[src/rtl/sram_ctrl_pkg.sv]
// Shared widths, FSM state encoding and requester id type for the SRAM
// arbiter and its round-robin sub-arbiter.
package sram_ctrl_pkg;

    localparam int unsigned SRAM_ADDR_W = 8;
    localparam int unsigned SRAM_DATA_W = 32;

    typedef enum logic [1:0] {
        StIdle,
        StWrite,
        StSense,
        StCapture
    } sram_state_e;

    typedef logic req_id_t;

endpackage

[src/rtl/rr_arb2.sv]
// Two-input round-robin arbiter. The pointer remembers the last requester
// served and moves only when the granted request is accepted.
module rr_arb2
    import sram_ctrl_pkg::*;
(
    input  logic       clk,
    input  logic       rst_n,
    input  logic [1:0] req,
    input  logic       advance,
    output logic [1:0] grant
);

    req_id_t last_q, last_d;

    always_comb begin
        grant  = 2'b00;
        last_d = last_q;
        unique case (req)
            2'b01:   grant = 2'b01;
            2'b10:   grant = 2'b10;
            2'b11:   grant = last_q ? 2'b01 : 2'b10;
            default: grant = 2'b00;
        endcase
        if (advance) begin
            last_d = grant[1];
        end
    end

    // Reset as if requester 1 was served last, so requester 0 wins the first tie.
    always_ff @(posedge clk or negedge rst_n) begin
        if (!rst_n) begin
            last_q <= 1'b1;
        end else begin
            last_q <= last_d;
        end
    end

endmodule

[src/rtl/sram_arbiter.sv]
// Two-port round-robin controller for the 256 x 32 compiled SRAM macro:
// sequences write/sense strobes and returns read data with a one-cycle pulse.
module sram_arbiter
    import sram_ctrl_pkg::*;
#(
    parameter int unsigned ADDR_W = SRAM_ADDR_W,
    parameter int unsigned DATA_W = SRAM_DATA_W
) (
    input  logic                clk,
    input  logic                rst_n,
    input  logic [1:0]          req_valid,
    output logic [1:0]          req_ready,
    input  logic [1:0]          req_we,
    input  logic [2*ADDR_W-1:0] req_addr,
    input  logic [2*DATA_W-1:0] req_wdata,
    output logic [1:0]          rsp_valid,
    output logic [DATA_W-1:0]   rsp_data,
    output logic                busy,
    output logic [ADDR_W-1:0]   sram_addr,
    output logic [DATA_W-1:0]   sram_din,
    input  logic [DATA_W-1:0]   sram_dout,
    output logic                sram_write_en,
    output logic                sram_sense_en
);

    sram_state_e       state_q, state_d;
    logic [ADDR_W-1:0] addr_q, addr_d;
    logic [DATA_W-1:0] din_q, din_d;
    req_id_t           id_q, id_d;
    logic              write_en_q, write_en_d;
    logic              sense_en_q, sense_en_d;
    logic [1:0]        rsp_valid_q, rsp_valid_d;
    logic [DATA_W-1:0] rsp_data_q, rsp_data_d;
    logic              busy_q, busy_d;

    logic [1:0] grant;
    logic       accept;
    req_id_t    sel;

    rr_arb2 u_rr_arb2 (
        .clk     (clk),
        .rst_n   (rst_n),
        .req     (req_valid),
        .advance (accept),
        .grant   (grant)
    );

    assign req_ready = (state_q == StIdle) ? grant : 2'b00;
    assign accept    = |(req_valid & req_ready);
    assign sel       = req_ready[1];

    always_comb begin
        state_d     = state_q;
        addr_d      = addr_q;
        din_d       = din_q;
        id_d        = id_q;
        rsp_data_d  = rsp_data_q;
        write_en_d  = 1'b0;
        sense_en_d  = 1'b0;
        rsp_valid_d = 2'b00;
        unique case (state_q)
            StIdle: begin
                if (accept) begin
                    id_d       = sel;
                    addr_d     = sel ? req_addr[2*ADDR_W-1:ADDR_W] : req_addr[ADDR_W-1:0];
                    din_d      = sel ? req_wdata[2*DATA_W-1:DATA_W] : req_wdata[DATA_W-1:0];
                    write_en_d = req_we[sel];
                    sense_en_d = !req_we[sel];
                    state_d    = req_we[sel] ? StWrite : StSense;
                end
            end
            StWrite: state_d = StIdle;
            StSense: state_d = StCapture;
            StCapture: begin
                rsp_data_d        = sram_dout;
                rsp_valid_d[id_q] = 1'b1;
                state_d           = StIdle;
            end
            default: state_d = StIdle;
        endcase
        busy_d = (state_d != StIdle);
    end

    always_ff @(posedge clk or negedge rst_n) begin
        if (!rst_n) begin
            state_q     <= StIdle;
            addr_q      <= '0;
            din_q       <= '0;
            id_q        <= 1'b0;
            write_en_q  <= 1'b0;
            sense_en_q  <= 1'b0;
            rsp_valid_q <= 2'b00;
            rsp_data_q  <= '0;
            busy_q      <= 1'b0;
        end else begin
            state_q     <= state_d;
            addr_q      <= addr_d;
            din_q       <= din_d;
            id_q        <= id_d;
            write_en_q  <= write_en_d;
            sense_en_q  <= sense_en_d;
            rsp_valid_q <= rsp_valid_d;
            rsp_data_q  <= rsp_data_d;
            busy_q      <= busy_d;
        end
    end

    assign sram_addr     = addr_q;
    assign sram_din      = din_q;
    assign sram_write_en = write_en_q;
    assign sram_sense_en = sense_en_q;
    assign rsp_valid     = rsp_valid_q;
    assign rsp_data      = rsp_data_q;
    assign busy          = busy_q;

endmodule

[config.mk]
export PLATFORM = sky130hd
export DESIGN_NAME = sram_arbiter
export DESIGN_NICKNAME = d
export VERILOG_FILES = /design/src/rtl/sram_ctrl_pkg.sv /design/src/rtl/rr_arb2.sv /design/src/rtl/sram_arbiter.sv
export SDC_FILE = /design/constraint.sdc
export NUM_CORES = 1
export LEC_CHECK = 0
export ABC_AREA = 0
export BUFFER_PORTS_ARGS = -buffer_cell sky130_fd_sc_hd__buf_2
export CAP_MARGIN = 30
export CORE_MARGIN = 2
export CORE_UTILIZATION = 40
export CTS_CLUSTER_SIZE = 24
export DETAILED_ROUTE_END_ITERATION = 10
export PLACE_DENSITY_LB_ADDON = 0.3
export SLEW_MARGIN = 0
export SYNTH_ARGS = -nofsm -noshare
export SYNTH_HDL_FRONTEND = slang
export SYNTH_SLANG_ARGS = --single-unit
[constraint.sdc]
create_clock -name clk -period 3.5 [get_ports clk]
set_clock_uncertainty 0.15 [all_clocks]
set_input_delay 0.35 -clock clk [delete_from_list [all_inputs] [get_ports clk]]
set_output_delay 0.35 -clock clk [all_outputs]
set_load 0.1 [all_outputs]
Word level (Yosys, flattened, before mapping)
Index checks and enable logic that the tools add are counted.
{"block": "totals", "regBits": 81, "latchBits": 0, "mem_bits_rw": 0, "rom_bits": 0, "input_bits": 118, "out_inout_bits": 79, "mem_count": 0}
{"block": "op_classes", "add_sub_neg": 0, "mul": 0, "div": 0, "magnitude_cmp": 3, "n_eq_ne": 6, "shift": 0, "n_mux": 17, "n_bitwise": 1, "n_reduce_logical": 7}
{"cell": "2-to-1 mux 32 bit", "count": 1}
{"cell": "one-hot mux 2 bit (3 select lines)", "count": 2}
{"cell": "2-to-1 mux 2 bit", "count": 5}
{"cell": "== test 2 bit (second input constant)", "count": 4}
{"cell": "2-to-1 mux 8 bit", "count": 1}
{"cell": "2-to-1 mux 1 bit", "count": 7}
{"cell": "== test 2 x 1 -> 1 bit (second input constant)", "count": 2}
{"cell": "less-than comparator 1 x 2 -> 1 bit (second input constant)", "count": 2}
{"cell": "OR reduction 2 bit", "count": 2}
{"cell": "AND 2 bit", "count": 1}
{"cell": "logical NOT 2 bit", "count": 1}
{"cell": "AND reduction 2 bit", "count": 1}
{"cell": "nonzero test 2 bit", "count": 1}
{"cell": "demux 1 bit (select 1 bit)", "count": 1}
{"cell": ">= comparator 1 bit (second input constant)", "count": 1}
{"cell": "logical AND 1 bit", "count": 1}
{"cell": "logical NOT 1 bit", "count": 1}

Depth between registers and ports, before layout
Gate-level depths: netlist of the first run.
{"block": "depth", "depth_word": 9, "mapped_depth": 6}

Modules after synthesis
Synthesis of the first run repeated with hierarchy kept, for this count alone.
{"block": "hier_totals", "hier_cells": 285, "area_unflattened_um2": 3736.1}
{"module": "sram_arbiter", "n_inst": 1, "cells_each": 280, "area_each_um2": 3672.3}
{"module": "rr_arb2", "n_inst": 1, "cells_each": 5, "area_each_um2": 63.8}

Worst setup path after synthesis of the first run
No wires, ideal clock.
{"block": "synth_path", "path_kind": "input -> output", "start": "in req_valid[1]", "end": "out req_ready[1]", "arrival_time_ps": 2902, "slack_ps": 98, "path_stages": 4, "path_buffers": 2, "cell_sequence": "a21bo_1 > buf_6 > buf_6 > nor3_1"}
{"block": "synth_via", "elab_chain_cells": 3, "word_cells_on_any_way": 5, "cone_classes": "eq/ne: 3; mux: 2"}
{"element": "start, declared", "line": "sram_arbiter.sv:11", "rtl": "input logic [1:0] req_valid,"}
{"element": "== test 2 bit or == test 2 x 1 -> 1 bit (tied branches)", "line": "rr_arb2.sv:18", "rtl": "unique case (req)"}
{"element": "one-hot mux 2 bit (3 select lines) *", "line": "rr_arb2.sv:18"}
{"element": "2-to-1 mux 2 bit *", "line": "sram_arbiter.sv:48", "rtl": "assign req_ready = (state_q == StIdle) ? grant : 2'b00;"}
{"element": "end, declared", "line": "sram_arbiter.sv:12", "rtl": "output logic [1:0] req_ready,"}
Mark *: on every way between the ends. The rest lies on a longest branch, timed or not.

Worst setup path after layout of the first run
{"block": "layout_path", "start": "reg u_rr_arb2.last_q", "end": "out req_ready[1]"}
{"block": "layout_via", "elab_chain_cells": 3}
{"element": "start, declared", "line": "rr_arb2.sv:13", "rtl": "req_id_t last_q, last_d;"}
{"element": "start signal, assigned", "line": "rr_arb2.sv:34", "rtl": "last_q <= last_d;"}
{"element": "2-to-1 mux 2 bit", "line": "rr_arb2.sv:21", "rtl": "2'b11: grant = last_q ? 2'b01 : 2'b10;"}
{"element": "one-hot mux 2 bit (3 select lines)", "line": "rr_arb2.sv:18"}
{"element": "2-to-1 mux 2 bit", "line": "sram_arbiter.sv:48"}
No other way between the ends.

==> run metrics, run 1 <==
Synth Flop Type dfrtp_1; Synth area leader dfrtp_1; Synth Area in Adders 0%; top achievable clock speed around 400 MHz; Crit Path Max Fanout 22; Netlist cell types 25; gpl congestion 0.7212; clk_lat worst skew 0.34 ns; EDFF count, synth 0; Hold Crit Class in -> reg; vias in the first global route around 2,500; Total Wirelength roughly 8000 microns; MaxCap Viol Count 0; final setup fails 0; effective utilization at floorplan 41.25%; Worst R2R Setup Slack 1.04 ns; Hold EP rsp_data[29]$_DFFE_PN0N_; DRC 0; CP Buf/Inv Count 1; hold path depth 2; R2R Path End sram_din[28]$_DFFE_PN0P_; Compound-Gate Fraction of Synth Area 1.764%; outcome finished clean; Seq cells post-synth 81; most frequent cell after synthesis dfrtp_1; Initial DRC Count 50; CP max stage cell a21bo_2; Post-Synth Simple-Gate Area 1.535%; Clock Tree Buf Depth 2; main combinational cell family by area after synthesis multiplexers; Mapped Cells 231; share of post-route cells with drive strength above 1 76.38%; Seq/Total Area, Yosys 52.96%; hold path start sram_dout[29]; io pins between 150 and 200; mux contribution to synthesized area 40.38%; antenna cells 0; RR Startpoint u_rr_arb2.last_q$_DFFE_PN1N_; total track usage 14.97%; Finished Core Util between 50% and 60%; crit start category register; Die Span X 101.9 microns; antenna violations before repair 0; largest net degree at the start of global routing 52; first-pass GRT wire length 12,100 microns; CTS tree done; CTS Sinks 81; Avg WL per Cell about 14 microns; Clock Pin Slew Worst Setup and Hold Paths around 0.090 ns; Routed Antenna Nets 0; crit end category output pin; Tmin final 2.488 ns; async set-or-reset flop fraction in the synthesized netlist 100.0%; Crit path largest cell delay approximately 0.59 ns; Yosys top cell area share 52.27%; syn nets 349; Arrival @ worst endpoint 1.99 ns; Final Hold Fails 0; critical path class reg -> out; number of iterations in the first detailed-routing pass 4; WP data required 3.00 ns; Clock Root Buffer clkbuf_8; Synth area leaders dfrtp_1, mux2_4, mux2_2; CTS buffer count 9; DP HPWL 5942 microns; number of H-tree levels 3; fillers ~800; setup TNS 0 ns; Die H 101.9 microns; Least-Margin Pin Slew ~0.69 ns; yosys warns 0; RSZ-0062 raised after global routing false; Area Overhead vs Synth 34.24%; Rel. slew slack 53.99%; worst reg2reg path depth 4; Post-Synth XOR/XNOR Area 0%; final slew viol count 0; layout net count 549; Core Area 0.009284 sq mm; Post-Syn Area 0.003830 sq mm; worst-path cell chain a21bo_2 -> nor3_1 -> buf_2; Resize count post-CTS 0; DR vias 2,593; Tcrit/Tclk final a little over 70%; num rows 35; I/O Buffers 196; mean post-synth cell area 16.58 sq um; vias per cell 4.589; full die area 0.01037 sq mm; cell family with the largest share of critical-path delay compound AO/OA/AOI/OAI gates; Overflow after GRT 0; Synth top cells by count dfrtp_1, mux2_4, mux2_2, nand2_1
==> metrics by stage <==
step	area, sq um	hold WS (ns)	setup WS [ns]	cells
2_1_floorplan	3830	-0.09559	0.09805	231
3_3_place_gp	4892	0.2878	1.056	547
3_5_place_dp	4920	0.1696	1.013	548
4_1_cts	5141	0.05478	0.9615	565
5_1_grt	5141	0.04660	0.8715	565
6_report	5141	0.07867	1.012	565
==> placed cells by master (no fill, tap or decap), drive strengths merged <==
| cell type | count |
|---|---|
| bufinv | 1 |
| nor2 | 3 |
| o21ai | 1 |
| clkbuf | 10 |
| buf | 202 |
| clkinvlp | 2 |
| nand2 | 5 |
| o21a | 1 |
| nand3 | 1 |
| a22o | 1 |
| a31oi | 1 |
| o31ai | 1 |
| a21o | 1 |
| a21oi | 1 |
| clkinv | 1 |
| inv | 4 |
| a21bo | 1 |
| a32o | 1 |
| and3 | 2 |
| mux2 | 112 |
| dfstp | 1 |
| nor2b | 1 |
| dfrtp | 80 |
| dlygate4sd3 | 1 |
| nor3 | 1 |
==> metal layers <==
layer	track usage, %	routed length (microns)	up-vias	part of all wire [%]
met5	0	0	-	0
met4	5.538	131	0	1.6
met3	4.036	615	10	7.7
met2	24.80	3919	109	49
met1	18.87	3350	1253	42
li1	-	-	1221	-
==> flip-flops by register name (all words and copies together) (netlist names) <==
register / flops
rsp_data: 32
sram_din: 32
sram_addr: 8
rsp_valid: 2
state_q: 2
busy: 1
id_q: 1
sram_sense_en: 1
sram_write_en: 1
u_rr_arb2.last_q: 1
==> worst max path at each step <==
stage / start / to / slack, ns / cells after the start
after floorplan: req_valid[1] / req_ready[1] / 0.1 / 4
after global placement: req_valid[1] / sram_din[24]$_DFFE_PN0P_ / 1.06 / 5
after detailed placement: req_valid[1] / sram_din[20]$_DFFE_PN0P_ / 1.01 / 5
after CTS: u_rr_arb2.last_q$_DFFE_PN1N_ / req_ready[1] / 0.96 / 3
after global routing: u_rr_arb2.last_q$_DFFE_PN1N_ / req_ready[1] / 0.87 / 3
final: u_rr_arb2.last_q$_DFFE_PN1N_ / req_ready[1] / 1.01 / 3
==> final cells by class <==
| type | count | area [sq um] | share of cell area (%) |
|---|---|---|---|
| Clock buffer | 10 | 137.6 | 2.677 |
| Inverter | 2 | 7.507 | 0.1460 |
| Timing Repair Buffer | 203 | 1059 | 20.59 |
| Sequential cell | 81 | 2028 | 39.45 |
| Multi-Input combinational cell | 134 | 1674 | 32.56 |
| Tap cell | 129 | 161.4 | 3.139 |
| Clock inverter | 6 | 73.82 | 1.436 |
==> worst reg2reg max path, delay by kind of cell, from the launching register on <==
| kind | cells | cell delay [ns] |
|---|---|---|
| multiplexers | 2 | 0.59 |
| AO/OA/AOI/OAI | 1 | 0.59 |
| buffers and inverters | 1 | 0.46 |
| flip-flops | 1 | 0.56 |
==> repair_timing <==
action	4_1_cts	5_1_grt
hold endpoints to repair	30	0
hold buffers	1	0
buffers inserted	0	0
==> cell families after synthesis <==
logic type / Yosys count
AND/OR/NAND/NOR: 13
flip-flops: 81
buffers and inverters: 16
AO/OA/AOI/OAI: 9
multiplexers: 112
Power of run 1 is left out: the tool's default activity adds up to more than one toggle a clock period on the data nets, which glitch-free logic cannot reach.
==> run 2: changes to the inputs <==
==> constraint.sdc (replaced) <==
create_clock -name clk -period 2.2 [get_ports clk]
set_clock_uncertainty 0.15 [all_clocks]
set_input_delay 0.22 -clock clk [delete_from_list [all_inputs] [get_ports clk]]
set_output_delay 0.22 -clock clk [all_outputs]
set_load 0.1 [all_outputs]
==> run 2 against run 1 <==
Against the previous run:
- routed wire length is 12% higher
- non-clock buffer count up 32
- first-iteration DRC count is 22% higher
- worst setup slack got worse by 0.92 ns
- critical path depth increased by 1
- utilization grew 3.8 points
- final cell count increased by 5.7%
- worst hold slack worse by 0.0094 ns
- sequential share of layout area shrank 2.5 points
- sequential cell count unchanged
- via count grew 4.7%
- count of clock-buffer cells in the layout increased by 1
==> run metrics, run 2 (synthesized netlist as in run 1, its figures left out) <==
final setup fails 0 (unchanged); first-pass GRT wire length 13,880 microns (+15%); Arrival @ worst endpoint 1.74 ns (-0.25 ns); Hold Crit Class in -> reg; I/O Buffers 196 (unchanged); hold path depth 3 (+1); Clock Root Buffer clkbuf_8; Initial DRC Count 61 (+22%); worst hold slack 0.06930 ns (-0.009367 ns); Least-Margin Pin Slew 0.5170 ns (-0.1731 ns); Tmin final 2.110 ns; share of post-route cells with drive strength above 1 71.37% (-5.0 points); Resize count post-CTS 0 (unchanged); io pins 197 (unchanged); total track usage 17.46% (+2.5 points); CTS buffer count 9 (unchanged); antenna violations before repair 0 (unchanged); Clock Pin Slew Worst Setup and Hold Paths 0.08 ns (about the same); num rows 35 (unchanged); vias per cell 4.548 (-0.91%); final slew viol count 0 (unchanged); Rel. slew slack 65.77% (+12 points); vias in the first global route 2,887 (+14%); crit start category register; Area Overhead vs Synth 43.35%; number of H-tree levels 3 (unchanged); Routed Antenna Nets 0 (unchanged); Crit Path Max Fanout 19 (-14%); DR vias 2,715 (+4.7%); CTS tree done; CTS Sinks 81 (unchanged); outcome finished clean; full die area 0.01037 sq mm (unchanged); Final Non-Filler Cells 597 (+5.7%); gpl congestion 0.7753 (+7.5%); Core Area 0.009284 sq mm (unchanged); setup TNS 0 ns (unchanged); Post-CTS Setup Bufs 0 (unchanged); Tcrit/Tclk final ~96%; Die Span X 101.9 microns (unchanged); clk_lat worst skew 0.33 ns (about the same); effective utilization at floorplan 41.25% (unchanged); DP HPWL 6262 microns (+5.4%); Clock Tree Buf Depth 2 (unchanged); antenna cells 0 (unchanged); layout net count 581 (+5.8%); most common cell after layout, fill and taps aside buf_2; WP data required 1.83 ns (-1.17 ns); Avg WL per Cell 15.03 microns (+5.9%); top achievable clock speed 473.9 MHz; Total Wirelength 8970 microns (+12%); DRC 0 (unchanged); commonest cells after routing, fill and taps aside buf_2, dfrtp_1, mux2_4, mux2_2, dlygate4sd3_1; Overflow after GRT 0 (unchanged); critical path class reg -> out; RSZ-0062 raised after global routing false; fillers 776 (-3.8%); crit end category output pin; placed cells 548 (unchanged); Worst R2R Setup Slack 0.33 ns (-0.71 ns); worst reg2reg path depth 4 (unchanged); Hold Buf Count CTS 33 (+32); number of iterations in the first detailed-routing pass 4 (unchanged); Die H 101.9 microns (unchanged); MaxCap Viol Count 0 (unchanged); largest net degree at the start of global routing 46 (-12%); Final Hold Fails 0 (unchanged)
run 2: path summary, 6_finish.rpt:
check / start / endpoint
setup / recovery: u_rr_arb2.last_q$_DFFE_PN1N_ / req_ready[1]
hold / removal: req_we[0] / sram_write_en$_DFF_PN0_
hold reg to reg: id_q$_DFFE_PN0P_ / rsp_valid[0]$_DFF_PN0_
min in group asynchronous: rst_n / sram_din[13]$_DFFE_PN0P_
max in group asynchronous: rst_n / u_rr_arb2.last_q$_DFFE_PN1N_
setup reg to reg: state_q[1]$_DFF_PN0_ / sram_din[23]$_DFFE_PN0P_
run 2: area by class of cell:
class	instances	area, sq um	share of cell area (%)
multi-input combinational	134	1688	30.74
timing repair buffer	235	1409	25.66
clock inverter	5	55.05	1.003
inverter	2	7.507	0.1367
clock buffer	11	141.4	2.575
tap	129	161.4	2.940
sequential	81	2028	36.94
run 2: critical path: stages, from the launching register on:
cell	delay, ns
dfstp_2	0.39
a21bo_2	0.23
buf_12	0.18
nor3_4	0.14
buf_2	0.47
run 2: routing by layer:
layer	share of wire, %	global-route usage, %
met2	54	32.49
met1	40	19.53
met4	1.4	7.179
met5	0	0
met3	5.0	3.283
run 2: metrics by stage:
step                      instance area (sq um)  setup slack (ns)  utilization [%]
after floorplan                            3844            0.2117                -
final                                      5490           0.08995            59.14
after CTS                                  5490           0.06945            59.14
after global placement                     4964            0.3956            53.46
after detailed placement                   4964            0.3095            53.46
after global routing                       5490          0.003226            59.14
Power of run 2 is left out for the same reason.
